--- config.mk ---
export PLATFORM = sky130hd
export DESIGN_NAME = apb_rr_master_arbiter_flat
export DESIGN_NICKNAME = d
export VERILOG_FILES = /design/src/rtl/apb_rr_master_arbiter_pkg.sv /design/src/rtl/apb_rr_master_arbiter_if.sv /design/src/rtl/apb_rr_master_arbiter_rr_arbiter.sv /design/src/rtl/apb_rr_master_arbiter.sv /design/src/flat_wrapper.sv
export SDC_FILE = /design/constraint.sdc
export NUM_CORES = 1
export LEC_CHECK = 0
export ABC_CLOCK_PERIOD_IN_PS = 5400
export BUFFER_PORTS_ARGS = -buffer_cell sky130_fd_sc_hd__buf_4
export CORE_MARGIN = 2
export CORE_UTILIZATION = 38
export CTS_BUF_LIST = sky130_fd_sc_hd__clkbuf_8
export DETAILED_ROUTE_END_ITERATION = 16
export PLACE_DENSITY = 0.66
export SLEW_MARGIN = 15
export SYNTH_ARGS = -nofsm -noshare
export SYNTH_HDL_FRONTEND = slang
export SYNTH_SLANG_ARGS = --single-unit
--- constraint.sdc ---
create_clock -name clk_i -period 5.4 [get_ports clk_i]
set_input_delay 0 -clock clk_i [delete_from_list [all_inputs] [get_ports clk_i]]
set_output_delay 0 -clock clk_i [all_outputs]
set_load 0.01 [all_outputs]
--- src/rtl/apb_rr_master_arbiter_pkg.sv ---
// Shared definitions for the round-robin APB master arbiter.
//   arb_state_e : transfer FSM states (IDLE, SETUP, ACCESS, DONE)
//   grant_idx_t : grant index wide enough for the largest supported NB_REQ (8)
//   cnt_width() : watchdog counter width for a given timeout, never below 1 bit
package apb_rr_master_arbiter_pkg;

  typedef enum logic [1:0] {
    IDLE   = 2'd0,
    SETUP  = 2'd1,
    ACCESS = 2'd2,
    DONE   = 2'd3
  } arb_state_e;

  localparam int unsigned MAX_REQ = 8;

  typedef logic [$clog2(MAX_REQ)-1:0] grant_idx_t;

  // A timeout of 0 disables the watchdog; keep a 1-bit counter so the
  // declaration stays legal.
  function automatic int unsigned cnt_width(input int unsigned timeout);
    return (timeout == 0) ? 1 : $clog2(timeout + 1);
  endfunction

endpackage

--- src/rtl/apb_rr_master_arbiter_if.sv ---
// Bus bundle for the round-robin APB master arbiter.
//   req_* : NB_REQ requester-side APB slave ports (arbiter is the slave here)
//   m_*   : single downstream APB master port toward the peripheral bus
// Modports:
//   master : arbiter view (drives completion strobes and the downstream bus)
//   slave  : environment view (requesters plus the downstream peripheral)
interface apb_rr_master_arbiter_if #(
  parameter int unsigned NB_REQ = 3,
  parameter int unsigned AW     = 32,
  parameter int unsigned DW     = 32
);

  logic [NB_REQ-1:0]         req_psel_i;
  logic [NB_REQ-1:0]         req_penable_i;
  logic [NB_REQ-1:0]         req_pwrite_i;
  logic [NB_REQ-1:0][AW-1:0] req_paddr_i;
  logic [NB_REQ-1:0][DW-1:0] req_pwdata_i;
  logic [DW-1:0]             req_prdata_o;
  logic [NB_REQ-1:0]         req_pready_o;
  logic [NB_REQ-1:0]         req_pslverr_o;

  logic [AW-1:0]             m_paddr_o;
  logic [DW-1:0]             m_pwdata_o;
  logic                      m_pwrite_o;
  logic                      m_psel_o;
  logic                      m_penable_o;
  logic [DW-1:0]             m_prdata_i;
  logic                      m_pready_i;
  logic                      m_pslverr_i;

  modport master (
    input  req_psel_i, req_penable_i, req_pwrite_i, req_paddr_i, req_pwdata_i,
    output req_prdata_o, req_pready_o, req_pslverr_o,
    output m_paddr_o, m_pwdata_o, m_pwrite_o, m_psel_o, m_penable_o,
    input  m_prdata_i, m_pready_i, m_pslverr_i
  );

  modport slave (
    output req_psel_i, req_penable_i, req_pwrite_i, req_paddr_i, req_pwdata_i,
    input  req_prdata_o, req_pready_o, req_pslverr_o,
    input  m_paddr_o, m_pwdata_o, m_pwrite_o, m_psel_o, m_penable_o,
    output m_prdata_i, m_pready_i, m_pslverr_i
  );

endinterface

--- src/rtl/apb_rr_master_arbiter_rr_arbiter.sv ---
// Combinational round-robin picker.
//   req       : request vector
//   ptr       : index of the last winner; search starts at ptr+1 (mod N)
//   gnt_oh    : one-hot winner
//   gnt_idx   : binary winner index
//   gnt_valid : at least one request present
module rr_arbiter #(
  parameter int unsigned N = 3
) (
  input  logic [N-1:0]         req,
  input  logic [$clog2(N)-1:0] ptr,
  output logic [N-1:0]         gnt_oh,
  output logic [$clog2(N)-1:0] gnt_idx,
  output logic                 gnt_valid
);

  localparam int unsigned IW = $clog2(N);

  logic [IW-1:0] cand;

  // Walk distances 1..N from the pointer so the last winner is checked last.
  always_comb begin
    gnt_oh    = '0;
    gnt_idx   = '0;
    gnt_valid = 1'b0;
    cand      = '0;
    for (int unsigned d = 1; d <= N; d++) begin
      cand = IW'((32'(ptr) + d) % N);
      if (!gnt_valid && req[cand]) begin
        gnt_valid    = 1'b1;
        gnt_idx      = cand;
        gnt_oh[cand] = 1'b1;
      end
    end
  end

endmodule

--- src/rtl/apb_rr_master_arbiter.sv ---
// Shares one downstream APB port between NB_REQ APB masters.
// Grants are round-robin and held for one complete transfer; a watchdog
// terminates transfers whose slave never raises PREADY.
// Ports:
//   clk_i, rst_i : clock, synchronous active-high reset
//   bus          : requester ports and downstream APB master (master modport)
//   busy_o       : FSM is not IDLE
//   grant_o      : index of the requester owning the downstream bus
//   timeout_o    : one-cycle pulse when the watchdog ends a transfer
module apb_rr_master_arbiter
  import apb_rr_master_arbiter_pkg::*;
#(
  parameter int unsigned NB_REQ         = 3,
  parameter int unsigned APB_ADDR_WIDTH = 32,
  parameter int unsigned APB_DATA_WIDTH = 32,
  parameter int unsigned TIMEOUT_CYCLES = 255
) (
  input  logic                      clk_i,
  input  logic                      rst_i,
  apb_rr_master_arbiter_if.master   bus,
  output logic                      busy_o,
  output logic [$clog2(NB_REQ)-1:0] grant_o,
  output logic                      timeout_o
);

  localparam int unsigned GW = $clog2(NB_REQ);
  localparam int unsigned CW = cnt_width(TIMEOUT_CYCLES);
  localparam logic [CW-1:0] TIMEOUT_LAST = CW'(TIMEOUT_CYCLES);

  arb_state_e        state;
  logic [GW-1:0]     ptr;
  logic [CW-1:0]     cnt;
  logic [CW-1:0]     cnt_inc;
  logic [NB_REQ-1:0] grant_oh_q;

  logic [NB_REQ-1:0] gnt_oh;
  logic [GW-1:0]     gnt_idx;
  logic              gnt_valid;

  // PENABLE from requesters carries no information the arbiter needs.
  logic unused_penable;
  assign unused_penable = ^bus.req_penable_i;

  assign cnt_inc = cnt + CW'(1);

  rr_arbiter #(
    .N (NB_REQ)
  ) u_rr (
    .req       (bus.req_psel_i),
    .ptr       (ptr),
    .gnt_oh    (gnt_oh),
    .gnt_idx   (gnt_idx),
    .gnt_valid (gnt_valid)
  );

  always_ff @(posedge clk_i) begin
    if (rst_i) begin
      state             <= IDLE;
      ptr               <= GW'(NB_REQ - 1);
      cnt               <= '0;
      grant_oh_q        <= '0;
      grant_o           <= '0;
      busy_o            <= 1'b0;
      timeout_o         <= 1'b0;
      bus.m_paddr_o     <= '0;
      bus.m_pwdata_o    <= '0;
      bus.m_pwrite_o    <= 1'b0;
      bus.m_psel_o      <= 1'b0;
      bus.m_penable_o   <= 1'b0;
      bus.req_prdata_o  <= '0;
      bus.req_pready_o  <= '0;
      bus.req_pslverr_o <= '0;
    end else begin
      timeout_o <= 1'b0;
      case (state)
        IDLE: begin
          if (gnt_valid) begin
            bus.m_paddr_o  <= bus.req_paddr_i[gnt_idx];
            bus.m_pwdata_o <= bus.req_pwdata_i[gnt_idx];
            bus.m_pwrite_o <= bus.req_pwrite_i[gnt_idx];
            bus.m_psel_o   <= 1'b1;
            grant_o        <= gnt_idx;
            grant_oh_q     <= gnt_oh;
            ptr            <= gnt_idx;
            busy_o         <= 1'b1;
            state          <= SETUP;
          end
        end
        SETUP: begin
          bus.m_penable_o <= 1'b1;
          cnt             <= '0;
          state           <= ACCESS;
        end
        ACCESS: begin
          if (bus.m_pready_i) begin
            bus.req_prdata_o  <= bus.m_pwrite_o ? '0 : bus.m_prdata_i;
            bus.req_pready_o  <= grant_oh_q;
            bus.req_pslverr_o <= grant_oh_q & {NB_REQ{bus.m_pslverr_i}};
            bus.m_psel_o      <= 1'b0;
            bus.m_penable_o   <= 1'b0;
            state             <= DONE;
          end else if ((TIMEOUT_CYCLES != 0) && (cnt_inc == TIMEOUT_LAST)) begin
            // ACCESS has lasted TIMEOUT_CYCLES cycles without PREADY.
            bus.req_prdata_o  <= '0;
            bus.req_pready_o  <= grant_oh_q;
            bus.req_pslverr_o <= grant_oh_q;
            bus.m_psel_o      <= 1'b0;
            bus.m_penable_o   <= 1'b0;
            timeout_o         <= 1'b1;
            state             <= DONE;
          end else begin
            cnt <= cnt_inc;
          end
        end
        DONE: begin
          bus.req_pready_o  <= '0;
          bus.req_pslverr_o <= '0;
          busy_o            <= 1'b0;
          state             <= IDLE;
        end
        default: state <= IDLE;
      endcase
    end
  end

endmodule

--- src/flat_wrapper.sv ---
// flat-port wrapper written by rule: the top's interface ports become plain ports
module apb_rr_master_arbiter_flat import apb_rr_master_arbiter_pkg::*;
#(
  parameter int unsigned NB_REQ         = 3,
  parameter int unsigned APB_ADDR_WIDTH = 32,
  parameter int unsigned APB_DATA_WIDTH = 32,
  parameter int unsigned TIMEOUT_CYCLES = 255
)
  (clk_i, rst_i, busy_o, grant_o, timeout_o, bus_req_psel_i, bus_req_penable_i, bus_req_pwrite_i, bus_req_paddr_i, bus_req_pwdata_i, bus_req_prdata_o, bus_req_pready_o, bus_req_pslverr_o, bus_m_paddr_o, bus_m_pwdata_o, bus_m_pwrite_o, bus_m_psel_o, bus_m_penable_o, bus_m_prdata_i, bus_m_pready_i, bus_m_pslverr_i);
  apb_rr_master_arbiter_if #(.NB_REQ(NB_REQ), .AW((32)), .DW((32))) bus_i ();
  input  logic clk_i;
  input  logic rst_i;
  output logic busy_o;
  output logic [$clog2(NB_REQ)-1:0] grant_o;
  output logic timeout_o;
  input wire logic [$bits(bus_i.req_psel_i)-1:0] bus_req_psel_i;
  input wire logic [$bits(bus_i.req_penable_i)-1:0] bus_req_penable_i;
  input wire logic [$bits(bus_i.req_pwrite_i)-1:0] bus_req_pwrite_i;
  input wire logic [$bits(bus_i.req_paddr_i)-1:0] bus_req_paddr_i;
  input wire logic [$bits(bus_i.req_pwdata_i)-1:0] bus_req_pwdata_i;
  output wire logic [$bits(bus_i.req_prdata_o)-1:0] bus_req_prdata_o;
  output wire logic [$bits(bus_i.req_pready_o)-1:0] bus_req_pready_o;
  output wire logic [$bits(bus_i.req_pslverr_o)-1:0] bus_req_pslverr_o;
  output wire logic [$bits(bus_i.m_paddr_o)-1:0] bus_m_paddr_o;
  output wire logic [$bits(bus_i.m_pwdata_o)-1:0] bus_m_pwdata_o;
  output wire logic [$bits(bus_i.m_pwrite_o)-1:0] bus_m_pwrite_o;
  output wire logic [$bits(bus_i.m_psel_o)-1:0] bus_m_psel_o;
  output wire logic [$bits(bus_i.m_penable_o)-1:0] bus_m_penable_o;
  input wire logic [$bits(bus_i.m_prdata_i)-1:0] bus_m_prdata_i;
  input wire logic [$bits(bus_i.m_pready_i)-1:0] bus_m_pready_i;
  input wire logic [$bits(bus_i.m_pslverr_i)-1:0] bus_m_pslverr_i;
  assign bus_i.req_psel_i = bus_req_psel_i;
  assign bus_i.req_penable_i = bus_req_penable_i;
  assign bus_i.req_pwrite_i = bus_req_pwrite_i;
  assign bus_i.req_paddr_i = bus_req_paddr_i;
  assign bus_i.req_pwdata_i = bus_req_pwdata_i;
  assign bus_req_prdata_o = bus_i.req_prdata_o;
  assign bus_req_pready_o = bus_i.req_pready_o;
  assign bus_req_pslverr_o = bus_i.req_pslverr_o;
  assign bus_m_paddr_o = bus_i.m_paddr_o;
  assign bus_m_pwdata_o = bus_i.m_pwdata_o;
  assign bus_m_pwrite_o = bus_i.m_pwrite_o;
  assign bus_m_psel_o = bus_i.m_psel_o;
  assign bus_m_penable_o = bus_i.m_penable_o;
  assign bus_i.m_prdata_i = bus_m_prdata_i;
  assign bus_i.m_pready_i = bus_m_pready_i;
  assign bus_i.m_pslverr_i = bus_m_pslverr_i;
  apb_rr_master_arbiter #(.NB_REQ(NB_REQ), .APB_ADDR_WIDTH(APB_ADDR_WIDTH), .APB_DATA_WIDTH(APB_DATA_WIDTH), .TIMEOUT_CYCLES(TIMEOUT_CYCLES)) u_core (.clk_i(clk_i), .rst_i(rst_i), .bus(bus_i), .busy_o(busy_o), .grant_o(grant_o), .timeout_o(timeout_o));
endmodule
---- Word level (Yosys, flattened, before mapping) ----
Index checks and enable logic that the tools add are counted.
storage, ports and cells
  flip-flop bits (word level) ............. 124
  input bits .............................. 237
cells by class
  add/subtract/negate cells ............... 4
  divide/modulo/power cells ............... 3
  $lt $le $gt $ge ......................... 7
  equal/unequal tests ..................... 8
  mux-type cells .......................... 49
  bitwise gates (word level) .............. 4
  reductions and logical operators ........ 22
operators with widths
  cell                   number
  $mux 32                5
  $bmux 32 s2            2
  $mod 32x2->32 const B  3
  $mux 3                 6
  $mux 8                 2
  $pmux 8 s2             1
  $mux 1                 14
  $lt 2x3->1 const B     4
  $mux 2                 6
  $pmux 3 s2             2
  $reduce_and 2->1       6
  $reduce_bool 2->1      5
  $add 8x1->8 const B    1
  $bmux 1 s2             4
  $eq 8x8->1 const B     1
  $pmux 2 s4             1
  $add 2x2->3 const B    2
  $demux 1 s2            3
  $ge 2x1->1 const B     3
  $or 3x3->3             2
  $pmux 1 s2             3
  $reduce_and 3->1       2
  $logic_and 1x1->1      5
  $eq 2x2->1 const B     2
  10 further kinds       12

---- Logic depth before layout (Yosys ltp) ----
  depth after elaboration ................. 13
  mapped depth ............................ 12

---- Modules after synthesis ----
From an unflattened synthesis, not the netlist that was laid out.
second synthesis, totals
  cell total of the unflattened synthesis .. 717
  area total of the unflattened synthesis .. 6,029.5 sq um
by module, submodules not included
  module                 times used  cells an instance  area each (sq um)  sequential area each (sq um)
  apb_rr_master_arbiter  1           676                5,731.7            2,462.4
  rr_arbiter             1           41                 297.8              0.0

---- Worst setup path before layout ----
Ideal clock, no wire load.
  path kind ............................... register to register
  from .................................... register u_core.ptr[0]
  to ...................................... register u_core.bus.m_pwdata_o[24]
  arrival time ............................ 2,254 ps
  path slack .............................. 3,013 ps
  stages on the path, launching flop included .. 10
  buffers on the path ..................... 1
  clock period less this slack ............ 2,387 ps
  path through ............................ dfxtp_1 -> inv_1 -> ha_1 -> nand3b_1 -> o21ai_0 -> or4_4 -> buf_6 -> and3_1 -> a211oi_2 -> o41ai_2
between the ends
  word-level cells in the longest chain between the ends .. 13
  elaborated cells between the ends (all ways) .. 25
  those cells by class .................... add/sub (3); div (3); mux (14); reduce/logical (5)
RTL lines
  what                           RTL line                                text
  start, declared                apb_rr_master_arbiter.sv:31             logic [GW-1:0] ptr;
  start signal, assigned         apb_rr_master_arbiter.sv:59             ptr <= GW'(NB_REQ - 1);
  start signal, assigned         apb_rr_master_arbiter.sv:84             ptr <= gnt_idx;
  $add 2x1->3                    apb_rr_master_arbiter_rr_arbiter.sv:28  cand = IW'((32'(ptr) + d) % N);
  $mod 32x2->32                  apb_rr_master_arbiter_rr_arbiter.sv:28
  $bmux 1 s2                     apb_rr_master_arbiter_rr_arbiter.sv:29  if (!gnt_valid && req[cand]) begin
  $mux 1 (implied by the code)   apb_rr_master_arbiter_rr_arbiter.sv:29
  $mux 1                         apb_rr_master_arbiter_rr_arbiter.sv:29
  $logic_not 1->1                apb_rr_master_arbiter_rr_arbiter.sv:29
  $logic_and 1x1->1              apb_rr_master_arbiter_rr_arbiter.sv:29
  $mux 1                         apb_rr_master_arbiter_rr_arbiter.sv:29
  $logic_not 1->1                apb_rr_master_arbiter_rr_arbiter.sv:29
  $logic_and 1x1->1              apb_rr_master_arbiter_rr_arbiter.sv:29
  $mux 2                         apb_rr_master_arbiter_rr_arbiter.sv:29
  $bmux 32 s2                    apb_rr_master_arbiter.sv:79             bus.m_pwdata_o <= bus.req_pwdata_i[gnt_idx];
  $mux 32 (implied by the code)  apb_rr_master_arbiter.sv:79
  end signal, assigned           apb_rr_master_arbiter.sv:79
  end, declared                  apb_rr_master_arbiter_if.sv:34          output m_paddr_o, m_pwdata_o, m_pwrite_o, m_psel_o, m_penable_o,
Parallel ways exist; a longest one is shown, timed or not. The select of a mux whose other input is x is not followed.
A chain may end at the register's enable or synchronous reset.

---- Worst setup path after layout ----
  from .................................... register u_core.ptr[0]
  to ...................................... register u_core.bus.m_pwdata_o[26]
The elaborated chain is that of the path after synthesis.

==> metrics.txt <==
clk_lat worst skew=roughly 0.46 ns; Worst slew margin=approximately 21%; met3 usage=a little over a tenth; met2 GRT Util=roughly half; antenna violations before repair=0; Slew Viols, Final=0; worst r2r dst=u_core.bus.m_pwdata_o[26]$_SDFFE_PP0P_; Yosys reg bits=123; Worst Min Path Start=bus_m_pready_i; leak pwr=4.820 nW; clock tree root driver cell=clkbuf_8; Yosys warnings=0; routed vias=approximately 8,500; register area share after synthesis=between 30% and 40%; fin nets=approximately 1,600; final wirelength=between 20,000 and 30,000 um; DR iter-0 viols=509; GRT Resource Usage Total=between 20 and 30%; Num CTS Buffers=17; top-count cell post-synth=nand3_1; CP Buf/Inv Count=3; die width=between 100 and 150 um; Net Count, Synth=about 1,100; worst reg2reg startpoint=u_core.ptr[0]$_SDFFE_PP0P_; CTS tree=yes; Final Critical Period=4.274 ns; gp weighted congestion=a little under 0.9; number of flops mapped to enable cells by yosys=0; Min-Delay Endpoint=u_core.bus.req_prdata_o[13]$_SDFFE_PP0P_; cell mode on critical path=dlygate4sd3_1; Post-Syn Instances=between 800 and 900; Area contributors post-synth=dfxtp_1 37%, nand3_1 10%, a21o_1 6.8%, a31oi_1 6.2%, nand2_1 6.1%; FILL cells=~1,500; Slowest cell on crit path=or4_4; crit-path cells=inv_1 -> ha_1 -> nand3b_1 -> o21ai_0 -> or4_4 -> and3_1 -> a211oi_1 -> dlygate4sd3_1 -> nor4_1 -> dlygate4sd3_1; synth cell count leaders=140 x nand3_1, 123 x dfxtp_1, 109 x nand2_1; fin crit share=between 70% and 80%; met1 usage=about a third; CTS Sinks=between 100 and 150; Yosys top cell by area=dfxtp_1; pwr dens=592.0 mW/mm2; antenna cells=0; ANT nets after route=0; CTS resizes=0; TritonRoute pass-1 iters=4; Largest stage delay, worst path=between 0.9 and 1 ns; Buffers on Ports=about 340; Min Hold Slack=about 0.029 ns; first-pass GRT wire length=approximately 44,000 um; CP Max Fanout=66; setup bufs post-CTS=0; Max VDD drop=between 0.0006 and 0.0007 V; IO Pins=between 300 and 400; Layout Utilization=roughly two thirds; Crit Path Class=flip-flop to flip-flop; reg2reg setup slack=~1.1 ns; worst setup margin=1.126 ns; chip height=136.9 um; Core Footprint=roughly 0.017 mm2; Startpoint Class=flip-flop; DP HPWL=around 18,000 um; GR peak layer=met2; outcome=complete, no violations; FMAX=around 230 MHz; layout cells sized above 1=30.57%; distinct cell type count after synthesis=between 40 and 50; htree depth=4; cts hold-fix bufs=163; share of async-settable or async-resettable flops after synthesis=0%; ys flop type=dfxtp_1; WP data required=5.74 ns; area grow syn2layout=68.13%; max cap viols=0; DP Worst Slack=approximately 2 ns; Synth Cell Area=0.006716 mm2; setup TNS=0 ns; DRC=0; Clock Path Buffers=2; Layout Skew=~0.014 ns; crit end category=flip-flop; RSZ-0062 raised after global routing=false; Vias/cell=~5.5; # setup viols final=0; Top delay family on crit path=simple AND/OR/NAND/NOR gates; syn avg cell area=roughly 7.7 um2; # rows=between 40 and 50; clock slew at reported path FFs=~0.08 ns; hold path cells=3; full die area=roughly 0.019 mm2; total power=between 6 and 7 mW; routed len/inst=between 15 and 20 um; Synth top area share=a little over a third; largest net degree at the start of global routing=74; Least-Margin Pin Slew=around 1.2 ns; Tightest Hold Check Type=input port to flip-flop; Fin. Hold Viols=0; WP data arrival=roughly 4.6 ns; worst reg-to-reg path cell count=10; starting utilization of the core area=38.83%; GR Overflow Total=0; vias in the first global route=8,605
-- power by group --
group	internal, mW	total [mW]	leakage [nW]	switching (mW)
clock	0.389	0.803	0.184	0.414
combinational	1.87	4.47	3.63	2.59
sequential	1.22	1.42	1.01	0.200
total	3.48	6.68	4.82	3.21
-- metal layers --
layer	part of all wire, %	wire (um)	up-vias
li1	-	-	4046
met1	39	11100	4063
met2	49	14060	370
met3	9.3	2682	67
met4	3.4	971	0
met5	0	0	-
-- state kept, by name (all words and copies together), names as in the netlist, 2 cells and up --
| name | flops |
|---|---|
| u_core.bus.req_pslverr_o | 3 |
| u_core.grant_oh_q | 3 |
| u_core.bus.req_prdata_o | 32 |
| u_core.state | 2 |
| u_core.bus.m_paddr_o | 32 |
| u_core.cnt | 8 |
| u_core.bus.req_pready_o | 3 |
| u_core.ptr | 2 |
| u_core.bus.m_pwdata_o | 32 |
-- kinds of logic (layout without fill, tap and decap cells) --
| logic type | Yosys count | count (layout) | share of synthesized area (%) |
|---|---|---|---|
| buffers and inverters | 106 | 559 | 6.781 |
| DFF | 123 | 123 | 36.66 |
| xor gates and xnor gates | 1 | 1 | 0.1304 |
| muxes | 6 | 6 | 0.9501 |
| and+or+nand+nor | 351 | 351 | 27.46 |
| adders and majority gates | 10 | 10 | 1.863 |
| AOI/OAI and AO/OA | 275 | 275 | 26.15 |
-- cell usage in the layout, fill, tap and decap left out, types with 12 or more instances in the layout --
cell type	synthesis	routed
buf_4	5	351
dlygate4sd3_1	0	163
nand3_1	140	140
dfxtp_1	123	123
nand2_1	109	109
o21ai_0	66	66
a31oi_1	67	66
a21o_1	61	61
a21oi_1	47	47
nand4b_1	33	33
clkbuf_8	0	19
inv_1	13	13
nand3b_1	12	12
-- stage by stage --
stage          instance area [um2]  instances
2_1_floorplan                 6716        872
3_3_place_gp                  9280       1355
3_5_place_dp                  9280       1355
4_1_cts                      11290       1550
5_1_grt                      11290       1550
6_report                     11290       1550
-- cell type report --
type                       count  area, um2  share of cell area, %
clock buffer                  19      261.5                  2.316
sequential                   123       2462                  21.81
multi-input combinational    643       3852                  34.12
tap                          225      281.5                  2.493
clock inverter                13      118.9                  1.053
timing repair buffer         514       4267                  37.78
inverter                      13      48.80                 0.4321
-- worst max-delay path by stage --
stage / slack, ns / depth (start not counted) / end / start
3_3_place_gp: 2.03 / 8 / u_core.bus.m_pwdata_o[24]$_SDFFE_PP0P_ / u_core.ptr[0]$_SDFFE_PP0P_
2_1_floorplan: 3.01 / 9 / u_core.bus.m_pwdata_o[24]$_SDFFE_PP0P_ / u_core.ptr[0]$_SDFFE_PP0P_
3_5_place_dp: 2.01 / 8 / u_core.bus.m_pwdata_o[24]$_SDFFE_PP0P_ / u_core.ptr[0]$_SDFFE_PP0P_
6_report: 1.13 / 10 / u_core.bus.m_pwdata_o[26]$_SDFFE_PP0P_ / u_core.ptr[0]$_SDFFE_PP0P_
5_1_grt: 0.86 / 10 / u_core.bus.m_pwdata_o[26]$_SDFFE_PP0P_ / u_core.ptr[0]$_SDFFE_PP0P_
4_1_cts: 1.13 / 10 / u_core.bus.m_pwdata_o[26]$_SDFFE_PP0P_ / u_core.ptr[0]$_SDFFE_PP0P_
-- worst min-delay path, delay by kind of cell --
family,cells,cell delay [ns]
buf+inv,1,0.24
simple gates,1,0.14
compound gates,1,0.06
Note: power is estimated with default switching activity, not from simulation.
